$ cat src/rtl/cnt_sched_defs.vh
// rtl/cnt_sched_defs.vh - scheduler state encodings and state width
`ifndef CNT_SCHED_DEFS_VH
`define CNT_SCHED_DEFS_VH
localparam int                    CS_STATE_W  = 2;
localparam logic [CS_STATE_W-1:0] CS_ST_IDLE  = 2'd0;
localparam logic [CS_STATE_W-1:0] CS_ST_CLEAR = 2'd1;
localparam logic [CS_STATE_W-1:0] CS_ST_COUNT = 2'd2;
localparam logic [CS_STATE_W-1:0] CS_ST_DONE  = 2'd3;
`endif

$ cat src/rtl/cnt_sched_pkg.sv
// rtl/cnt_sched_pkg.sv - shared state type and helpers for the counter scheduler
package cnt_sched_pkg;
`include "cnt_sched_defs.vh"

   typedef enum logic [CS_STATE_W-1:0] {
      ST_IDLE  = CS_ST_IDLE,
      ST_CLEAR = CS_ST_CLEAR,
      ST_COUNT = CS_ST_COUNT,
      ST_DONE  = CS_ST_DONE
   } cs_state_t;

   function automatic int wrap_inc(input int v, input int n);
      return (v + 1 >= n) ? 0 : v + 1;
   endfunction
endpackage

$ cat src/rtl/cs_rr_pick.sv
// rtl/cs_rr_pick.sv - combinational round-robin picker: first request at or after ptr
module cs_rr_pick
   import cnt_sched_pkg::*;
#(
   parameter int NREQ = 4,
   parameter int PW   = 2
)(
   input  logic [NREQ-1:0] req,
   input  logic [PW-1:0]   ptr,
   output logic [NREQ-1:0] gnt,
   output logic [PW-1:0]   idx
);
   logic w_found;

   // Outer loop walks distance from ptr; constant inner index keeps selects static.
   always_comb begin
      gnt     = '0;
      idx     = '0;
      w_found = 1'b0;
      for (int k = 0; k < NREQ; k++) begin
         for (int i = 0; i < NREQ; i++) begin
            if (!w_found && req[i] &&
                ((int'(ptr) + k == i) || (int'(ptr) + k == i + NREQ))) begin
               w_found = 1'b1;
               gnt[i]  = 1'b1;
               idx     = PW'(i);
            end
         end
      end
   end
endmodule

$ cat src/rtl/cnt_sched.sv
// rtl/cnt_sched.sv - round-robin scheduler sharing one up-counter among NREQ requesters
module cnt_sched
   import cnt_sched_pkg::*;
#(
   parameter int NREQ = 4,
   parameter int CW   = 4
)(
   input  logic               cs_clk,
   input  logic               cs_rst,
   input  logic [NREQ-1:0]    cs_req,
   input  logic [NREQ*CW-1:0] cs_len,
   output logic [NREQ-1:0]    cs_gnt,
   output logic [NREQ-1:0]    cs_done,
   output logic               cs_busy,
   output logic               cs_cnt_rst,
   output logic               cs_cnt_en,
   input  logic [CW-1:0]      cs_cnt_val
);
   localparam int PW = (NREQ > 1) ? $clog2(NREQ) : 1;

   cs_state_t       r_state, w_next;
   logic [PW-1:0]   r_ptr, r_idx, w_pick_idx, w_ptr_next;
   logic [NREQ-1:0] r_gnt, r_done, w_pick_gnt;
   logic [CW-1:0]   r_len, w_pick_len;
   logic            w_any, w_held, w_at_len;

   cs_rr_pick #(.NREQ(NREQ), .PW(PW)) u_pick (
      .req (cs_req),
      .ptr (r_ptr),
      .gnt (w_pick_gnt),
      .idx (w_pick_idx)
   );

   // r_gnt is one-hot on the latched index while a run is live, so it doubles as the selector.
   assign w_any      = |cs_req;
   assign w_held     = |(cs_req & r_gnt);
   assign w_at_len   = (cs_cnt_val == r_len);
   assign w_ptr_next = PW'(wrap_inc(int'(r_idx), NREQ));
   assign cs_gnt     = r_gnt;
   assign cs_done    = r_done;

   always_comb begin
      w_pick_len = '0;
      for (int i = 0; i < NREQ; i++) begin
         if (w_pick_gnt[i]) w_pick_len = cs_len[i*CW +: CW];
      end
   end

   always_ff @(posedge cs_clk or negedge cs_rst) begin
      if (!cs_rst) r_state <= ST_IDLE;
      else         r_state <= w_next;
   end

   always_comb begin
      w_next = r_state;
      case (r_state)
         ST_IDLE:  if (w_any) w_next = ST_CLEAR;
         ST_CLEAR: w_next = w_held ? ST_COUNT : ST_IDLE;
         ST_COUNT: begin
            if (!w_held)       w_next = ST_IDLE;
            else if (w_at_len) w_next = ST_DONE;
         end
         ST_DONE:  w_next = ST_IDLE;
         default:  w_next = ST_IDLE;
      endcase
   end

   always_comb begin
      cs_busy    = 1'b0;
      cs_cnt_rst = 1'b0;
      cs_cnt_en  = 1'b0;
      case (r_state)
         ST_CLEAR: begin
            cs_busy    = 1'b1;
            cs_cnt_rst = 1'b1;
         end
         ST_COUNT: begin
            cs_busy   = 1'b1;
            cs_cnt_en = w_held && !w_at_len;
         end
         ST_DONE:  cs_busy = 1'b1;
         default:  ;
      endcase
   end

   always_ff @(posedge cs_clk or negedge cs_rst) begin
      if (!cs_rst) begin
         r_gnt  <= '0;
         r_done <= '0;
         r_ptr  <= '0;
         r_idx  <= '0;
         r_len  <= '0;
      end else begin
         r_done <= '0;
         case (r_state)
            ST_IDLE: begin
               if (w_any) begin
                  r_gnt <= w_pick_gnt;
                  r_idx <= w_pick_idx;
                  r_len <= w_pick_len;
               end
            end
            ST_CLEAR, ST_COUNT: begin
               if (!w_held) begin
                  r_gnt <= '0;
                  r_ptr <= w_ptr_next;
               end else if (r_state == ST_COUNT && w_at_len) begin
                  r_gnt  <= '0;
                  r_done <= r_gnt;
               end
            end
            ST_DONE: r_ptr <= w_ptr_next;
            default: ;
         endcase
      end
   end
endmodule

$ cat config.mk
export PLATFORM = sky130hd
export DESIGN_NAME = cnt_sched
export DESIGN_NICKNAME = d
export VERILOG_FILES = /design/src/rtl/cnt_sched_pkg.sv /design/src/rtl/cs_rr_pick.sv /design/src/rtl/cnt_sched.sv
export VERILOG_INCLUDE_DIRS = /design/src /design/src/rtl
export SDC_FILE = /design/constraint.sdc
export NUM_CORES = 1
export LEC_CHECK = 0
export CAP_MARGIN = 0
export CORE_MARGIN = 4
export CORE_UTILIZATION = 49
export DETAILED_ROUTE_END_ITERATION = 7
export GPL_TIMING_DRIVEN = 0
export PLACE_DENSITY = 0.87
export SYNTH_ARGS = -nofsm -noshare
export SYNTH_HDL_FRONTEND = slang
export SYNTH_SLANG_ARGS = --single-unit
$ cat constraint.sdc
create_clock -name cs_clk -period 3.4 [get_ports cs_clk]
set_clock_uncertainty 0.2 [all_clocks]
set_input_delay 0.51 -clock cs_clk [delete_from_list [all_inputs] [get_ports cs_clk]]
set_output_delay 0.51 -clock cs_clk [all_outputs]
set_load 0.01 [all_outputs]
# Word level (Yosys, flattened, before mapping)
# Cells that the tools add are included.
# Widths: inputs -> output; s select.
dict set report word_totals {
  word_cells 187
  reg_bits 18
  in_bits 26
  output_inout_bits 11
}
dict set report op_classes {
  addsub 4
  eq_ne 32
  n_mux 67
  magnitude_cmp 1
  reduce_logical 76
  n_bitwise 1
}
# operator n
set op_table {}
lappend op_table {{$eq 32x4->1 const B} 12}
lappend op_table {{$eq 32x3->1 const B} 6}
lappend op_table {{$logic_not 32->1} 4}
lappend op_table {{$eq 32x2->1 const B} 3}
lappend op_table {{$mux 2} 20}
lappend op_table {{$mux 4} 10}
lappend op_table {{$mux 1} 34}
lappend op_table {{$logic_and 1x1->1} 33}
lappend op_table {{$logic_not 1->1} 16}
lappend op_table {{$logic_or 1x1->1} 12}
lappend op_table {{$eq 2x2->1 const B} 4}
lappend op_table {{$pmux 2 s4} 1}
lappend op_table {{$pmux 4 s2} 1}
lappend op_table {{$reduce_or 4->1} 2}
lappend op_table {{$add 2x1->3 const B} 2}
lappend op_table {{$add 2x2->3 const B} 2}
lappend op_table {{$ne 3x3->1 const B} 2}
lappend op_table {{$reduce_and 2->1} 3}
lappend op_table {{$and 4x4->4} 1}
lappend op_table {{$eq 2x1->1 const B} 2}
lappend op_table {{$eq 4x4->1} 1}
lappend op_table {{$ne 2x2->1 const B} 2}
lappend op_table {{$pmux 2 s2} 1}
lappend op_table {{$reduce_bool 2->1} 2}
lappend op_table {{5 further kinds} 5}

# Logic depth before layout (Yosys ltp)
# Gate-level depths: netlist of run 1.
dict set report depth {
  ltp_word 65
  mapped_depth 7
  depth_no_buf 6
}

# Cells and area by module
# From an unflattened synthesis of run 1, not the netlist that was laid out.
dict set report hier_totals {
  cells_unflattened 132
  hier_area_um2 1280.0
}
# module seq_area_each_um2 area_each_um2 cells_per_inst n_inst
set by_module_without_submodules {}
lappend by_module_without_submodules {cnt_sched 450.4 1091.0 104 1}
lappend by_module_without_submodules {cs_rr_pick 0.0 188.9 28 1}

# Worst setup path before layout of run 1
# OpenSTA, ideal clock, no wires.
dict set report synth_timing {
  kind {input-to-reg}
  from {input cs_req[0]}
  to {register r_len[2]}
  required_time_ns 3.080
  n_path_buf 2
  slack_ns 1.319
  setup_ns 0.120
  t_arrival_ns 1.761
  path_stages 6
  cell_sequence {buf_6 > or4_4 > and2_4 > buf_6 > and2_4 > a31o_1}
}
dict set report synth_between {
  elab_chain_len 63
  elab_cells_between_ends 82
  cone_classes {mux (34); reduce/logical (48)}
}
# item line
set synth_rtl {}
lappend synth_rtl {{from (decl)} cnt_sched.sv:10} ;# input logic [NREQ-1:0] cs_req,
lappend synth_rtl {{$logic_and 1x1->1} cs_rr_pick.sv:22} ;# if (!w_found && req[i] &&
lappend synth_rtl {{$mux 1} cs_rr_pick.sv:22}
lappend synth_rtl {{$logic_not 1->1} cs_rr_pick.sv:22}
lappend synth_rtl {{$logic_and 1x1->1 (2 in a row)} cs_rr_pick.sv:22}
lappend synth_rtl {{$mux 1} cs_rr_pick.sv:22}
lappend synth_rtl {{$logic_not 1->1} cs_rr_pick.sv:22}
lappend synth_rtl {{$logic_and 1x1->1 (2 in a row)} cs_rr_pick.sv:22}
lappend synth_rtl {{$mux 1} cs_rr_pick.sv:22}
lappend synth_rtl {{[... 43 more ...]} -}
lappend synth_rtl {{$mux 1} cs_rr_pick.sv:22}
lappend synth_rtl {{$logic_not 1->1} cs_rr_pick.sv:22}
lappend synth_rtl {{$logic_and 1x1->1 (2 in a row)} cs_rr_pick.sv:22}
lappend synth_rtl {{$mux 1} cs_rr_pick.sv:22}
lappend synth_rtl {{$logic_not 1->1} cs_rr_pick.sv:22}
lappend synth_rtl {{$logic_and 1x1->1 (2 in a row)} cs_rr_pick.sv:22}
lappend synth_rtl {{$mux 1} cs_rr_pick.sv:22}
lappend synth_rtl {{$mux 4} cnt_sched.sv:45} ;# if (w_pick_gnt[i]) w_pick_len = cs_len[i*CW +: CW];
lappend synth_rtl {{to (signal assigned)} cnt_sched.sv:100} ;# r_len <= w_pick_len;
lappend synth_rtl {{to (decl)} cnt_sched.sv:24} ;# logic [CW-1:0] r_len, w_pick_len;
# Several ways; a longest one is shown, not always the timed one.
# A chain may end at the register's enable or synchronous reset.

# Final worst setup path of run 1
dict set report layout_timing {
  from {input cs_req[2]}
  to {output cs_cnt_en}
}
dict set report layout_between {
  elab_chain_len 4
}
# item line
set layout_rtl {}
lappend layout_rtl {{$and 4x4->4} cnt_sched.sv:36} ;# assign w_held = |(cs_req & r_gnt);
lappend layout_rtl {{$reduce_or 4->1} cnt_sched.sv:36}
lappend layout_rtl {{$logic_and 1x1->1} cnt_sched.sv:79} ;# cs_cnt_en = w_held && !w_at_len;
lappend layout_rtl {{$mux 1} cnt_sched.sv:72} ;# case (r_state)
lappend layout_rtl {{to (decl)} cnt_sched.sv:16} ;# output logic cs_cnt_en,
# No other way between the ends.

==> flow_summary_export.csv, run 1 <==
group,metric,value,unit
outcome,outcome,"completed",
grt,grt_first_pass_wirelength,4500,um
power_and_ir_drop,pwr-share-seq,0.313,
logic_synthesis,ys.flop_type,"dfrtp_1",
sta,layout_min_cycle_time,2.99,ns
clock_network,clk_pin_slew,0.10,ns
floorplan,dieWidth,56.0,um
worst_setup_path,slowest_stage,"clkdlybuf4s50_1",
clock_network,clock-root-buffer,"clkbuf_4",
drt,drt_wl_total,2720,um
sta,worstMarginPinSlew,0.825,ns
logic_synthesis,yosys_warnings,0,
grt,grt_overflow,0,
sta,fin_tns_setup,0,ns
worst_hold_path,hold_path.class,"reg -> reg",
clock_network,post-cts-setup-buffer-count,0,
logic_synthesis,syn_nets,145,
finish,fin_area,0.00155,mm^2
sta,final-setup-viol-count,0,
floorplan,placementRows,17,
clock_network,cts_max_path_buffers,2,
placed_design,dp.final_hpwl,2160,um
worst_setup_path,cp.arrival,2.28,ns
worst_setup_path,critPathMaxFanout,7,
clock_network,hold_buffers,0,
drt,postRouteAntennaNets,0,
power_and_ir_drop,p_sw_frac,0.408,
logic_synthesis,synth_cell_types,39,
sta,max_freq,0.335,GHz
worst_setup_path,crit_chain,"clkdlybuf4s50_1, a22o_2, a221oi_2, nor3b_1, clkdlybuf4s50_1",
clock_network,postCtsResizedCells,0,
power_and_ir_drop,powerDensity,739,mW/mm^2
drt,drc,0,
clock_network,tritoncts,"yes",
logic_synthesis,yosys.area.top_type,"dfrtp_1",
floorplan,die_h,56.0,um
worst_setup_path,max_stage_delay,0.52,ns
logic_synthesis,synth_top_area_frac,0.399,
drt,route.vias.total,1048,
clock_network,h-tree-depth,1,
power_and_ir_drop,p_sw,0.468,mW
sta,max_slew_margin,0.448,
grt,grt_pass1_vias,1028,
power_and_ir_drop,p_clk_frac,0.116,
drt,vias_per_cell,5.82,
worst_setup_path,cp_top_family,"buffers and inverters",
drt,first_pass_iters,6,
placed_design,portBuffers,35,
finish,areaGrowthSynthToFinish,37.4,%
clock_network,cts_buffers,3,
finish,nets,185,
worst_setup_path,crit_top_cell,"clkdlybuf4s50_1",
grt,track_usage,0.179,
logic_synthesis,synth_edf_count,0,
finish,fill_cells,171,
power_and_ir_drop,leakagePower,0.683,nW
drt,drt_iter0_markers,30,
floorplan,core,0.00221,mm^2
logic_synthesis,syn_area,0.00113,mm^2
grt,grt_start_max_net_pins,19,
worst_setup_path,required,2.69,ns
power_and_ir_drop,intPower,0.678,mW
logic_synthesis,ys_top_cells_by_area,"dfrtp_1 (40%), ha_1 (6.7%), a221o_1 (3.5%), o21ai_0 (3.5%), nand2_1 (3.3%)",
placed_design,gp_congestion,0.776,
worst_setup_path,endpoint_kind,"output pin",
sta,post-route-period-util,0.878,
logic_synthesis,synth-seq-area-share,0.399,
finish,antenna_cells,0,
floorplan,io-pin-count,37,
grt,grt_antenna_before_repair,0,
run,max_cap_viol_count,0,
logic_synthesis,synth_area_per_cell,9.99,um^2
sta,finalMaxSlewViolations,0,
worst_setup_path,start_kind,"primary input",
sta,finalHoldViolations,0,
worst_setup_path,crit_buf_inv,2,
logic_synthesis,synth.most_common_cell,"dfrtp_1",
sta,rsz0062_at_grt,"no",
floorplan,die-area,0.00313,mm^2
clock_network,cts_sinks,18,
worst_setup_path,path_class,"in -> out",
logic_synthesis,ys_top_cells_by_count,"dfrtp_1 (18), nand2_1 (10), o21ai_0 (8)",
finish,layout-drive-gt1-share,0.0921,
logic_synthesis,ys_ff_latch,18,
logic_synthesis,netlist_instances,113,
drt,wl_per_cell,15.1,um
power_and_ir_drop,ir_drop,0.444,mV
logic_synthesis,async_reset_ff_frac,1.00,
floorplan,start_util,0.510,
placed_design,placed_cell_area,0.00151,mm^2
sta,whs,0.319,ns
power_and_ir_drop,p_comb_frac,0.571,
clock_network,clock_latency,0.29,ns
-- layer usage --
layer  GRT usage  part of all wire  wire (um)  vias up
met2       0.309              0.51       1380       45
met5           0                 0          0        -
met4      0.0712             0.023         62        0
met3      0.0302             0.063        171        6
met1       0.221              0.41       1110      497
li1            -                 -          -      500
-- per-stage QoR --
step,power (mW),utilization,setup WS (ns),std cells
after CTS,1.15,0.701,0.421,180
after detailed placement,1.01,0.684,0.429,176
after global placement,0.976,0.684,0.440,176
after floorplan,0.798,-,1.32,113
final,1.15,0.701,0.413,180
after global routing,1.24,0.701,0.316,180
-- final cells by class --
cell class	instances	area, um^2	share of cell area
plain buffers	3	26.3	0.0169
inverters	7	26.3	0.0169
flip-flops and latches	18	450	0.291
repair buffers	35	350	0.226
well taps	28	35.0	0.0226
multi-input cells	85	626	0.404
clock buffers	4	36.3	0.0234
-- path summary, 6_finish.rpt --
| check | start | cells past startpoint | slack [ns] | to |
|---|---|---|---|---|
| worst max-delay path | cs_req[2] | 5 | 0.41 | cs_cnt_en |
| worst min register to register | r_idx[0] | 1 | 0.32 | r_ptr[0] |
| worst max register to register | r_len[1] | 5 | 1.38 | cs_gnt[0] |
| min in group asynchronous | cs_rst | 1 | 0.48 | cs_done[2] |
| max in group asynchronous | cs_rst | 1 | 2.01 | r_ptr[0] |
| worst min-delay path | r_idx[0] | 1 | 0.32 | r_ptr[0] |
-- cells by family (layout without fill, tap and decap cells) --
family,count (synthesis),after routing,synth area share
XOR/XNOR,4,4,0.0310
AND/OR/NAND/NOR,34,34,0.167
adder cells (fa/ha/maj),6,6,0.0665
buffers and inverters,10,49,0.0466
flip-flops,18,18,0.399
multiplexers,3,3,0.0277
AO/OA/AOI/OAI,38,38,0.262
-- sequential cells by signal, indices dropped and copies added (netlist names) --
register / count
cs_done: 4
cs_gnt: 4
r_len: 4
r_idx: 2
r_ptr: 2
r_state: 2
-- cell usage in the layout (no fill, tap or decap), types with 2 or more instances in the layout --
cell             netlist  layout
clkdlybuf4s50_1        0      35
dfrtp_1               18      18
nand2_1               10      10
o21ai_0                8       8
inv_1                  7       7
nor2_1                 6       6
ha_1                   6       6
xor2_1                 4       4
and2_1                 4       4
a21oi_1                4       4
a221o_1                4       4
nand2b_1               4       4
a31o_1                 4       4
a22o_1                 3       3
clkbuf_4               0       3
buf_6                  2       2
and2_4                 2       2
a31oi_1                2       2
o211a_1                2       2
mux2i_1                2       2
-- power groups by stage --
stage	Sequential, mW	Clock, mW	Combinational (mW)
3_3_place_gp	0.358	0	0.617
2_1_floorplan	0.353	0	0.445
3_5_place_dp	0.362	0	0.648
4_1_cts	0.358	0.134	0.655
6_report	0.359	0.133	0.654
5_1_grt	0.367	0.147	0.722
Note: power is estimated with default switching activity, not from simulation.
==> run 2: changes to the inputs <==
ABC_AREA = 1   (was unset)
CORE_MARGIN = 1   (was 4)
CORE_UTILIZATION = 52   (was 49)
==> run 2 against run 1 <==
  * Non-clock buffer count shrank 2
  * Hold slack gained 0.029 ns
  * Sequential power shrank 3%
  * Largest power group unchanged
  * First-iteration DRC count grew 33%
  * Cell count grew 41%
  * Sequential cell count is the same
  * Sequential share of layout area shrank 3.9 points
==> flow_summary_export.csv, run 2 <==
group,metric,value,unit
sta,max_slew_margin,0.447,
drt,drc,0,
power_and_ir_drop,ir_drop,0.578,mV
worst_setup_path,max_stage_delay,0.52,ns
logic_synthesis,ys_top_cells_by_area,"dfrtp_1 (33%), nand2_1 (9.9%), inv_1 (7.4%), nor2_1 (6.9%), a21oi_1 (5.9%)",
clock_network,tritoncts,"yes",
sta,fin_tns_setup,0,ns
sta,layout_min_cycle_time,3.19,ns
placed_design,dp.final_hpwl,2740,um
grt,grt_start_max_net_pins,19,
logic_synthesis,synth_cell_types,31,
logic_synthesis,ys_top_cells_by_count,"nand2_1 (36), inv_1 (27), nor2_1 (25)",
drt,postRouteAntennaNets,0,
clock_network,cts_buffers,3,
clock_network,hold_buffers,0,
worst_hold_path,min_from,"r_idx[0]",
worst_setup_path,start_kind,"primary input",
drt,first_pass_iters,4,
finish,layout_commonest_cell,"nand2_1",
worst_setup_path,critPathMaxFanout,5,
worst_hold_path,hold_path.class,"reg -> reg",
floorplan,dieWidth,53.3,um
power_and_ir_drop,leakagePower,0.845,nW
grt,track_usage,0.260,
floorplan,placementRows,18,
sta,worstMarginPinSlew,0.827,ns
clock_network,cts_sinks,18,
logic_synthesis,synth_edf_count,0,
clock_network,clock-root-buffer,"clkbuf_4",
floorplan,start_util,0.552,
drt,route.vias.total,1369,
logic_synthesis,ys_ff_latch,18,
logic_synthesis,async_reset_ff_frac,1.00,
clock_network,postCtsResizedCells,0,
logic_synthesis,syn_nets,217,
grt,grt_antenna_before_repair,0,
drt,drt_wl_total,3490,um
finish,layout_common_cells,"nand2_1 (36), clkdlybuf4s50_1 (35), inv_1 (27)",
sta,finalHoldViolations,0,
logic_synthesis,synth_area_per_cell,7.39,um^2
finish,layout-drive-gt1-share,0.112,
floorplan,die-area,0.00284,mm^2
logic_synthesis,yosys_warnings,0,
floorplan,die_h,53.3,um
clock_network,h-tree-depth,1,
finish,fin_area,0.00179,mm^2
logic_synthesis,synth.most_common_cell,"nand2_1",
worst_setup_path,reg2reg_from,"r_ptr[1]",
worst_setup_path,endpoint_kind,"output pin",
grt,grt_overflow,0,
logic_synthesis,ys.flop_type,"dfrtp_1",
logic_synthesis,netlist_instances,185,
worst_setup_path,cp_top_family,"buffers and inverters",
floorplan,core,0.00248,mm^2
worst_setup_path,required,2.69,ns
finish,antenna_cells,0,
worst_setup_path,crit_chain,"clkdlybuf4s50_1, inv_2, o22ai_1, a221oi_1, nor2_1, nand2_1, inv_1, clkdlybuf4s50_1",
logic_synthesis,synth-seq-area-share,0.330,
clock_network,cts_max_path_buffers,2,
worst_setup_path,r2r_slack,1.14,ns
placed_design,portBuffers,35,
grt,grt_pass1_vias,1300,
logic_synthesis,syn_area,0.00137,mm^2
floorplan,io-pin-count,37,
power_and_ir_drop,powerDensity,771,mW/mm^2
logic_synthesis,synth_top_area_frac,0.330,
grt,grt_first_pass_wirelength,5270,um
clock_network,clock_latency,0.30,ns
finish,areaGrowthSynthToFinish,31.0,%
sta,post-route-period-util,0.937,
sta,final-setup-viol-count,0,
sta,rsz0062_at_grt,"no",
clock_network,clk_pin_slew,0.11,ns
drt,wl_per_cell,13.7,um
placed_design,gp_congestion,0.852,
run,max_cap_viol_count,0,
sta,max_freq,0.314,GHz
worst_setup_path,crit_top_cell,"clkdlybuf4s50_1",
sta,finalMaxSlewViolations,0,
outcome,outcome,"completed",
worst_setup_path,crit_buf_inv,4,
worst_setup_path,slowest_stage,"clkdlybuf4s50_1",
worst_setup_path,cp.arrival,2.48,ns
drt,vias_per_cell,5.39,
clock_network,post-cts-setup-buffer-count,0,
finish,nets,257,
logic_synthesis,yosys.area.top_type,"dfrtp_1",
worst_setup_path,critPathLaunch,"cs_req[0]",
drt,drt_iter0_markers,40,
worst_setup_path,path_class,"in -> out",
placed_design,placed_cell_area,0.00175,mm^2
run 2: cell types whose count changed in the layout (fill, tap and decap cells not counted), moves of 5 or more:
cell,previous run,this run
nor2_1,6,25
a21oi_1,4,16
inv_1,7,27
nand2_1,10,36
inv_2,0,6
o21ai_1,0,5
o21ai_0,8,2
nand4_1,0,6
run 2: final timing paths:
check                       endpoint  cells after the start
min reg2reg                 r_ptr[0]                      1
max reg2reg                 r_len[0]                     14
min                         r_ptr[0]                      1
max                        cs_cnt_en                      8
min in group asynchronous   r_idx[1]                      1
max in group asynchronous   r_len[1]                      1
run 2: metrics by stage:
stage,hold slack [ns],utilization,instances,total power [mW],setup slack (ns)
after global routing,0.357,0.723,254,1.51,0.161
after global placement,0.313,0.708,250,1.20,0.279
final,0.349,0.723,254,1.38,0.214
after floorplan,0.0144,-,185,0.995,1.22
after CTS,0.346,0.723,254,1.39,0.209
after detailed placement,0.319,0.708,250,1.24,0.220
run 2: logic make-up after synthesis:
kind of cell | share of synthesized area
AND/OR/NAND/NOR | 0.368
buffers and inverters | 0.0998
AO/OA/AOI/OAI | 0.122
flip-flops | 0.330
adder cells (fa/ha/maj) | 0.0549
XOR/XNOR | 0.0256
run 2: power by group:
| part | switching [mW] | total [mW] | internal, mW |
|---|---|---|---|
| combinational | 0.550 | 0.893 | 0.343 |
| sequential | 0.0609 | 0.350 | 0.289 |
| clock | 0.0723 | 0.138 | 0.0654 |
| total | 0.684 | 1.38 | 0.697 |
run 2: final cells by class:
class                      instances  area, um^2
multi-input combinational        131         779
buffer                             1        5.00
timing repair buffer              35         350
inverter                          35         131
tap                               30        37.5
sequential                        18         450
fill                             201         687
clock buffer                       4        36.3
run 2: routing by layer:
| metal | vias to the layer above | GRT usage | routed length (um) |
|---|---|---|---|
| met3 | 9 | 0.0402 | 212 |
| met5 | - | 0 | 0 |
| met2 | 50 | 0.498 | 1780 |
| li1 | 679 | - | - |
| met1 | 631 | 0.283 | 1450 |
| met4 | 0 | 0.0833 | 48 |
==> run 3: changes to the inputs <==
ABC_AREA = 0   (was 1)
CORE_UTILIZATION = 49   (was 52)
CTS_CLUSTER_DIAMETER = 200   (was unset)
==> run 3 against run 2 <==
  * Die area decreased by 12%
  * Non-clock buffer count increased by 2
  * First-iteration DRC count decreased by 55%
  * Final area decreased by 13%
  * Worst setup slack improved by 0.17 ns
  * Cell count decreased by 29%
  * Maximum frequency increased by 5.8%
  * Sequential power increased by 3%
  * Combinational power decreased by 29%
  * Sequential cell count unchanged
  * Highest routed layer unchanged
==> flow_summary_export.csv, run 3 (synthesis gave the netlist of run 1 again) <==
group,metric,value,unit
outcome,outcome,"completed",
power_and_ir_drop,leakagePower,0.683,nW
worst_setup_path,crit_chain,"clkdlybuf4s50_1, a22o_2, a221oi_2, nor3b_1, clkdlybuf4s50_1",
sta,whs,0.323,ns
drt,drt_wl_total,2480,um
floorplan,start_util,0.515,
worst_setup_path,critPathMaxFanout,7,
worst_hold_path,min_from,"r_idx[0]",
sta,max_freq,0.332,GHz
worst_setup_path,worstSetupPathDepth,5,
worst_setup_path,r2r_slack,1.38,ns
clock_network,clock_latency,0.30,ns
drt,wl_per_cell,13.8,um
drt,drc,0,
worst_setup_path,reg2reg_from,"r_len[1]",
worst_setup_path,slowest_stage,"clkdlybuf4s50_1",
worst_setup_path,cp_top_family,"buffers and inverters",
clock_network,clock-root-buffer,"clkbuf_4",
sta,final-setup-viol-count,0,
worst_hold_path,hold_path.class,"reg -> reg",
floorplan,core,0.00219,mm^2
floorplan,dieWidth,50.0,um
floorplan,die-area,0.00250,mm^2
worst_setup_path,reg2reg_to,"cs_gnt[0]",
floorplan,die_h,50.0,um
grt,grt_start_max_net_pins,19,
floorplan,io-pin-count,37,
grt,grt_first_pass_wirelength,4260,um
drt,drt_iter0_markers,18,
worst_setup_path,start_kind,"primary input",
clock_network,hold_buffers,0,
worst_setup_path,endpoint,"cs_cnt_en",
worst_setup_path,ff2ff_path_depth,5,
sta,finalMaxSlewViolations,0,
floorplan,placementRows,17,
power_and_ir_drop,power.total,1.13,mW
drt,postRouteAntennaNets,0,
worst_setup_path,critPathLaunch,"cs_req[2]",
power_and_ir_drop,powerDensity,731,mW/mm^2
grt,grt_antenna_before_repair,0,
sta,fin_tns_setup,0,ns
sta,finalHoldViolations,0,
grt,grt_pass1_vias,1004,
sta,max_slew_margin,0.460,
worst_setup_path,endpoint_kind,"output pin",
worst_setup_path,path_class,"in -> out",
sta,worstMarginPinSlew,0.808,ns
clock_network,postCtsResizedCells,0,
worst_setup_path,required,2.69,ns
sta,layout_min_cycle_time,3.01,ns
placed_design,dp.final_hpwl,1950,um
finish,layout_common_cells,"clkdlybuf4s50_1 (35), dfrtp_1 (18), nand2_1 (10)",
sta,post-route-period-util,0.886,
drt,vias_per_cell,5.75,
finish,layout_commonest_cell,"clkdlybuf4s50_1",
placed_design,placed_cells,176,
worst_setup_path,cp.arrival,2.30,ns
grt,grt_overflow,0,
finish,areaGrowthSynthToFinish,37.4,%
drt,first_pass_iters,4,
clock_network,clk_pin_slew,0.11,ns
finish,nets,185,
worst_setup_path,max_stage_delay,0.53,ns
run,max_cap_viol_count,0,
power_and_ir_drop,ir_drop,0.455,mV
clock_network,cts_max_path_buffers,2,
placed_design,portBuffers,35,
clock_network,post-cts-setup-buffer-count,0,
placed_design,gp_congestion,0.780,
clock_network,tritoncts,"yes",
clock_network,cts_sinks,18,
finish,layout-drive-gt1-share,0.0921,
clock_network,h-tree-depth,1,
finish,antenna_cells,0,
sta,rsz0062_at_grt,"no",
finish,instances_no_fill,180,
finish,utilization,0.708,
grt,track_usage,0.230,
drt,route.vias.total,1035,
worst_setup_path,crit_top_cell,"clkdlybuf4s50_1",
worst_setup_path,crit_buf_inv,2,
clock_network,cts_buffers,3,
-- run 3: cell count changes in the layout (fill, tap and decap cells not counted), sizes merged, moves of 6 or more --
cell / previous run / this run
and2: 0 / 6
nand4: 10 / 0
nand2: 40 / 10
a21oi: 16 / 4
nor2: 28 / 6
inv: 33 / 7
-- run 3: power by group --
group	internal [mW]	leakage, nW	total [mW]	switching [mW]
clock network	0.0654	0.0210	0.136	0.0709
logic	0.322	0.427	0.637	0.315
registers	0.289	0.234	0.359	0.0701
-- run 3: cell type report --
class,count,area (um^2)
Buffer,3,26.3
Clock buffer,4,36.3
Fill cell,174,641
Inverter,7,26.3
Multi-Input combinational cell,85,626
Sequential cell,18,450
Tap cell,28,35.0
Timing Repair Buffer,35,350
-- run 3: worst min path at each step --
stage / slack (ns) / end / cells after the start
floorplan: 0.01 / cs_done[0] / 0
global placement: 0.29 / r_ptr[0] / 1
detailed placement: 0.30 / r_ptr[0] / 1
CTS: 0.32 / r_ptr[0] / 1
global route: 0.34 / r_ptr[0] / 1
finish: 0.32 / r_ptr[0] / 1
-- run 3: per-layer routing --
layer	wire (um)	vias to the layer above	track usage	share of wire
met1	1080	501	0.277	0.44
li1	-	498	-	-
met4	42	0	0.105	0.017
met2	1270	31	0.387	0.51
met5	0	-	0	0
met3	90	5	0.0494	0.036
-- run 3: stage by stage --
step / setup slack [ns] / cell area [um^2]
2_1_floorplan: 1.32 / 1130
3_3_place_gp: 0.444 / 1510
3_5_place_dp: 0.387 / 1510
4_1_cts: 0.390 / 1550
5_1_grt: 0.240 / 1550
6_report: 0.388 / 1550
